**src/rtl/regfile_write_scheduler.sv**
```systemverilog
`default_nettype none
// ============================================================================
// Module   : regfile_write_scheduler
// Purpose  : Arbitrates ALU/MEM writebacks onto the register-file write port
//            and keeps a destination scoreboard for the issue stage.
// Revision : 1.0 - initial release
// ============================================================================
module regfile_write_scheduler #(
  parameter int STARVE_LIMIT = 3
) (
  input  logic        WrClk,
  input  logic        Reset,
  input  logic        IssueValid,
  input  logic [4:0]  IssueRd,
  output logic        IssueReady,
  input  logic [4:0]  Ra,
  input  logic [4:0]  Rb,
  output logic        HazardA,
  output logic        HazardB,
  input  logic        AluValid,
  input  logic [4:0]  AluRd,
  input  logic [31:0] AluData,
  output logic        AluReady,
  input  logic        MemValid,
  input  logic [4:0]  MemRd,
  input  logic [31:0] MemData,
  output logic        MemReady,
  output logic [4:0]  Rw,
  output logic        RegWr,
  output logic [31:0] busW,
  output logic [31:0] Busy
);

  localparam int              c_CW    = (STARVE_LIMIT < 1) ? 1 : $clog2(STARVE_LIMIT + 1);
  localparam logic [c_CW-1:0] c_LIMIT = c_CW'(STARVE_LIMIT);

  logic [31:0]     r_busy;
  logic [c_CW-1:0] r_starve;
  logic [4:0]      r_rw;
  logic            r_regwr;
  logic [31:0]     r_busw;

  logic            w_alu_gnt;
  logic            w_mem_gnt;
  logic [4:0]      w_gnt_rd;
  logic [31:0]     w_gnt_data;
  logic [31:0]     w_set;
  logic [31:0]     w_clr;
  logic [31:0]     w_busy_nxt;

  // Issue-side views use the scoreboard as registered; no write-stage bypass.
  assign IssueReady = !(r_busy[IssueRd] && (IssueRd != 5'd0));
  assign HazardA    = r_busy[Ra] && (Ra != 5'd0);
  assign HazardB    = r_busy[Rb] && (Rb != 5'd0);

  // MEM has priority; ALU wins when alone or once it has lost STARVE_LIMIT times.
  assign w_alu_gnt  = AluValid && (!MemValid || (r_starve == c_LIMIT));
  assign w_mem_gnt  = MemValid && !w_alu_gnt;
  assign AluReady   = w_alu_gnt;
  assign MemReady   = w_mem_gnt;
  assign w_gnt_rd   = w_alu_gnt ? AluRd   : MemRd;
  assign w_gnt_data = w_alu_gnt ? AluData : MemData;

  always_comb begin
    w_set = '0;
    w_clr = '0;
    if (IssueValid && IssueReady) begin
      w_set[IssueRd] = 1'b1;
    end
    w_set[0] = 1'b0;
    if (r_regwr) begin
      w_clr[r_rw] = 1'b1;
    end
    // A same-edge allocation of the retiring register keeps the bit set.
    w_busy_nxt = (r_busy & ~w_clr) | w_set;
  end

  always_ff @(posedge WrClk or posedge Reset) begin
    if (Reset) begin
      r_busy <= '0;
    end else begin
      r_busy <= w_busy_nxt;
    end
  end

  always_ff @(posedge WrClk or posedge Reset) begin
    if (Reset) begin
      r_starve <= '0;
    end else if (!AluValid || w_alu_gnt) begin
      r_starve <= '0;
    end else if (w_mem_gnt && (r_starve != c_LIMIT)) begin
      r_starve <= r_starve + 1'b1;
    end
  end

  always_ff @(posedge WrClk or posedge Reset) begin
    if (Reset) begin
      r_rw    <= '0;
      r_regwr <= 1'b0;
      r_busw  <= '0;
    end else if (w_alu_gnt || w_mem_gnt) begin
      r_rw    <= w_gnt_rd;
      r_busw  <= w_gnt_data;
      r_regwr <= (w_gnt_rd != 5'd0);
    end else begin
      r_regwr <= 1'b0;
    end
  end

  assign Rw    = r_rw;
  assign RegWr = r_regwr;
  assign busW  = r_busw;
  assign Busy  = r_busy;

endmodule
`default_nettype wire
```
**config.mk**
```make
export PLATFORM = sky130hd
export DESIGN_NAME = regfile_write_scheduler
export DESIGN_NICKNAME = d
export VERILOG_FILES = /design/src/rtl/regfile_write_scheduler.sv
export SDC_FILE = /design/constraint.sdc
export NUM_CORES = 1
export LEC_CHECK = 0
export CAP_MARGIN = 20
export CELL_PAD_IN_SITES_DETAIL_PLACEMENT = 2
export CELL_PAD_IN_SITES_GLOBAL_PLACEMENT = 2
export CORE_MARGIN = 3
export CORE_UTILIZATION = 26
export CTS_BUF_LIST = sky130_fd_sc_hd__clkbuf_2
export DETAILED_ROUTE_END_ITERATION = 10
export GPL_TIMING_DRIVEN = 1
export HOLD_SLACK_MARGIN = 0.12
export PLACE_DENSITY = 0.94
export SYNTH_ARGS = -nofsm -noshare
export SYNTH_HDL_FRONTEND = slang
export SYNTH_SLANG_ARGS = --single-unit
```
**constraint.sdc**
```tcl
create_clock -name WrClk -period 2.7 [get_ports WrClk]
set_input_delay 0.405 -clock WrClk [delete_from_list [all_inputs] [get_ports WrClk]]
set_output_delay 0.405 -clock WrClk [all_outputs]
set_load 0.02 [all_outputs]
```
# Word level (Yosys, flattened, before mapping)
# Cells that the tools add are included.
# word_totals
regBits,72
latch_bits,0
ramBits,0
mem_bits_ro,0
in_bits,94
out_inout_bits,75
wordCells,55
mem_count,0
# classes
add_sub_neg,1
n_mul,0
div_mod_pow,0
order_cmp,6
n_eq_ne,2
shifts,0
mux,17
bitwise,3
reduce_logical,21
# ops
operator,count
2-to-1 mux 32 bit,3
AND 32 bit,1
inverter 32 bit,1
OR 32 bit,1
"< comparator 5 x 6 -> 1 bit, second input constant",4
nonzero test 5 bit,4
binary-select mux 1 bit (select 5 bit),3
demux 1 bit (select 5 bit),2
"greater-or-equal comparator 5 x 1 -> 1 bit, second input constant",2
logical AND 1 bit,9
2-to-1 mux 1 bit,6
2-to-1 mux 5 bit,1
zero test 1 bit,4
2-to-1 mux 2 bit,2
logical OR 1 bit,3
"adder 2 x 1 -> 2 bit, second input constant",1
"equality test 2 bit, second input constant",1
"!= test 2 bit, second input constant",1
nonzero test 2 bit,1

# Depth between registers and ports, before layout
# depth
word_depth,8
mapped_depth,8
mapped_depth_nobuf,6

# Least setup slack after synthesis
# No wires, ideal clock.
# synth_timing
path_kind,input to output
startpoint,input Ra[1]
endpoint,output HazardA
arrival_time_ns,1.928
required_time_ns,2.295
path_slack_ns,0.367
stages,6
path_buffers,1
path_cell_list,clkbuf_1 mux2_2 nand2_1 o21ai_0 mux4_2 mux2_2
# synth_between
elab_chain_cells,3
elab_cells_between_ends,4
classes_between,mux: 2; reduce/logical: 2
# synth_rtl
element,line_no,rtl
from (decl),16,"input logic [4:0] Ra,"
binary-select mux 1 bit (select 5 bit),53,assign HazardA = r_busy[Ra] && (Ra != 5'd0);
2-to-1 mux 1 bit (not written as such),53,
logical AND 1 bit (*),53,
to (decl),18,"output logic HazardA,"
# Every way passes the cells marked *; elsewhere a longest branch is shown, timed or not. The select of a mux whose other input is x is not followed.

# Final worst setup path
# layout_timing
startpoint,"register r_busy[7], in the netlist Busy[7]"
endpoint,output HazardB
# layout_between
elab_chain_cells,3
# layout_rtl
element,line_no,rtl
from (decl),37,logic [31:0] r_busy;
from (signal assigned),82,r_busy <= w_busy_nxt;
binary-select mux 1 bit (select 5 bit),54,assign HazardB = r_busy[Rb] && (Rb != 5'd0);
2-to-1 mux 1 bit (not written as such),54,
logical AND 1 bit,54,
to (decl),19,"output logic HazardB,"
# Every way passes these cells. The select of a mux whose other input is x is not followed.

==> key figures <==
Synthesis
  • Leading area contributor after synthesis: dfrtp_1
  • Yosys warns: 0
  • Post-synth net total: between 400 and 500
  • Mapped Cells: 391
  • Distinct cells, synth: 38
  • #FFs+latches synth: 72
  • Avg Cell Area, Syn: 10.08 sq um
  • Synth top cells by count: 79 x nand2_1, 72 x dfrtp_1, 50 x o21ai_0
  • Cell Area, Synth: between 0.003 and 0.004 sq mm
  • Synth async-reset ratio: 100.0%
  • Primary FF master, synth: dfrtp_1
  • Fraction of the yosys area taken by sequential cells: roughly 46%
  • Top cell type's share of synthesized area: a little under half
  • Ranking of synthesized cells by area: dfrtp_1 46%, mux4_2 10%, nand2_1 7.5%
  • Count leader, synth: nand2_1
  • Post-synth EDFFs: 0

Status
  • Status: finished, violations left
  • Failing checks: negative setup slack

Routing
  • Total iterations of the first detailed-routing run: 6
  • DRC viols: 0
  • Vias: between 4000 and 5000
  • Via/cell ratio: ~5.4
  • Drt total wl: 19360 um
  • Drt wl/cell: around 24 um
  • Post-route ant nets: 0
  • Initial drt markers: between 200 and 250

Finish
  • Nets: 704
  • N_diodes: 0
  • Layout cell share with drive strength beyond 1: 22.80%
  • Area grow syn2layout: 65.27%
  • Fin util: about 44%

Critical path
  • Setup crit start kind: flop
  • Crit-path max cell delay: 540 ps
  • Worst setup EP type: primary output
  • Critical R2R Launch: Busy[13]$_DFF_PP0_
  • CP Buf/Inv Count: 1
  • Max FO, Critical Path: 3
  • R2R depth: 8
  • Cells along the critical path: mux4_2 -> mux4_2 -> mux2_4 -> buf_6
  • R2r endpoint: Busy[17]$_DFF_PP0_
  • Crit-path slowest cell: mux4_2
  • Worst EP arrival: 2510 ps
  • Worst R2R Setup Slack: between 400 and 500 ps
  • CP Class: flop to primary output
  • Critical Path Most Common Cell: mux4_2
  • Largest delay contributor family on the critical path: multiplexers
  • Worst EP required: between 2000 and 2500 ps

STA
  • Fin Hold WS: approximately 260 ps
  • Final Cycle Share: 107.9%
  • Final setup viols: 2
  • Slew Limit Fails: 0
  • Hold Fails Final Rpt: 0
  • Slew @ Worst Pin: a little under 800 ps
  • Slew HR: slightly below 50%
  • Clock period minus worst slack: between 2000 and 3000 ps
  • RSZ-0062 raised after global routing: true
  • Max Clock Freq: 0.3432 GHz
  • PnR worst setup slack: -214.1 ps
  • Layout Skew: between 20 and 25 ps

Placement
  • DP HPWL: 14710 um
  • Port buffer count: about 170
  • Final GP Congestion: slightly below 0.9

Worst hold path
  • HP Class: input port to asynchronous set/reset pin

Global routing
  • GRT Util Overall: around a quarter
  • First-pass GRT wire length: ~30000 um
  • Initial antenna violation count: 0
  • Largest net degree at the start of global routing: 44
  • Gr ovfl total: 0
  • Vias in the first global route: around 5200

Clocking
  • Clock latency on the worst-skew pair: between 500 and 600 ps
  • Clock sink count: 72
  • Hold-fix buffers at CTS: 0
  • CTS tree: done
  • Max clock buf depth: 2
  • CTS Buf Count: 9
  • Reg clk slew, reported paths: 230 ps
  • CTS root buf: clkbuf_2
  • CTS H-tree depth: 3

Die
  • # IOs: 169
  • Rows: 44
  • Die Ht: 129.1 um
  • Core ar.: 0.01470 sq mm
  • Die W: between 100 and 150 um
  • Die ar.: 0.01667 sq mm
  • Initial core utilization: 26.81%

Power and ir drop
  • LEAKAGE: between 0.002 and 0.003 uW
  • Pwr Density: ~750 mW/mm^2
  • Pwr Total: slightly below 5000 uW
  • VDD IR-drop max: approximately 230 uV

Job
  • Number of max-cap violations: 0
## timing repair
item                       4_1_cts  5_1_grt
setup endpoints to repair        5        3
resized for setup               34       17
pin swaps                        1        5
buffers inserted                 9        1
## metrics by stage
step / area [sq um] / TNS, ps / worst slack [ps] / instances
2_1_floorplan: 3941 / 0 / 367.1 / 391
3_3_place_gp: 6240 / -1518 / -544.5 / 772
3_5_place_dp: 6240 / -1663 / -594.4 / 772
4_1_cts: 6435 / -476.3 / -265.2 / 797
5_1_grt: 6514 / -726.7 / -310.6 / 798
6_report: 6514 / -400.5 / -214.1 / 798
## flip-flops by register name, summed over array words and instances (netlist names)
name      cells
RegWr         1
Busy         32
Rw            5
r_starve      2
busW         32
## layer usage
layer | wire, um | global-route usage [%] | part of all wire, %
met5 | 0 | 0 | 0
met3 | 1742 | 7.832 | 9.0
met1 | 7247 | 25.78 | 37
met4 | 501 | 10.38 | 2.6
met2 | 9872 | 41.01 | 51
## report_power, final
part | switching, uW | internal, uW | leakage, uW
Combinational | 1250 | 1350 | 0.00179
Sequential | 362 | 1350 | 0.000852
Clock | 442 | 112 | 0.0000546
## logic make-up (layout without fill, tap and decap cells)
kind of cell,count (synthesis),after routing,share of synthesized area [%]
AOI/OAI and AO/OA,115,115,18.60
adders and majority gates,1,1,0.3174
buffers and inverters,31,254,3.428
DFF,72,72,45.71
muxes,43,43,16.79
and+or+nand+nor,129,129,15.14
## worst max path at each step
stage	end	slack (ps)	cells past startpoint	from
2_1_floorplan	HazardA	370	6	Ra[1]
3_3_place_gp	HazardA	-540	6	Ra[0]
3_5_place_dp	HazardB	-590	6	Rb[0]
4_1_cts	HazardB	-270	5	Busy[26]$_DFF_PP0_
5_1_grt	HazardB	-310	5	Busy[26]$_DFF_PP0_
6_report	HazardB	-210	4	Busy[7]$_DFF_PP0_
## layout make-up
| type | instances | area (sq um) |
|---|---|---|
| clock buffers | 9 | 45.04 |
| clock inverters | 7 | 37.54 |
| fillers | 1497 | 8185 |
| inverters | 1 | 3.754 |
| multi-input cells | 288 | 2106 |
| flip-flops and latches | 72 | 1810 |
| well taps | 184 | 230.2 |
| repair buffers | 237 | 2281 |
## cells in the final DEF (no fill, tap or decap), types with 4 or more instances in the layout
cell type        Yosys  layout
nand3_1              5       5
nor2_2               1       5
nor2_1              16      12
nand2_1             79      79
a22oi_1             32      32
clkbuf_2             0       9
dfrtp_2              0       7
clkdlybuf4s50_1      0     161
buf_4                3      62
dfrtp_1             72      65
o31ai_1             21      21
buf_12               0       6
buf_6                0       4
o21ai_0             50      49
mux2i_2              0       4
mux4_2              18      18
nand3b_1             9       9
mux2i_1             20      15
## worst reg2reg max path: stages, from the launching register on
cell     delay (ps)
dfrtp_1         460
buf_4           170
mux2i_1         200
nor2_1          110
buf_4           140
nor4b_1         340
nand3_1         190
buf_4           210
o31ai_1         310
No activity file was read; power rests on OpenSTA's default activity.
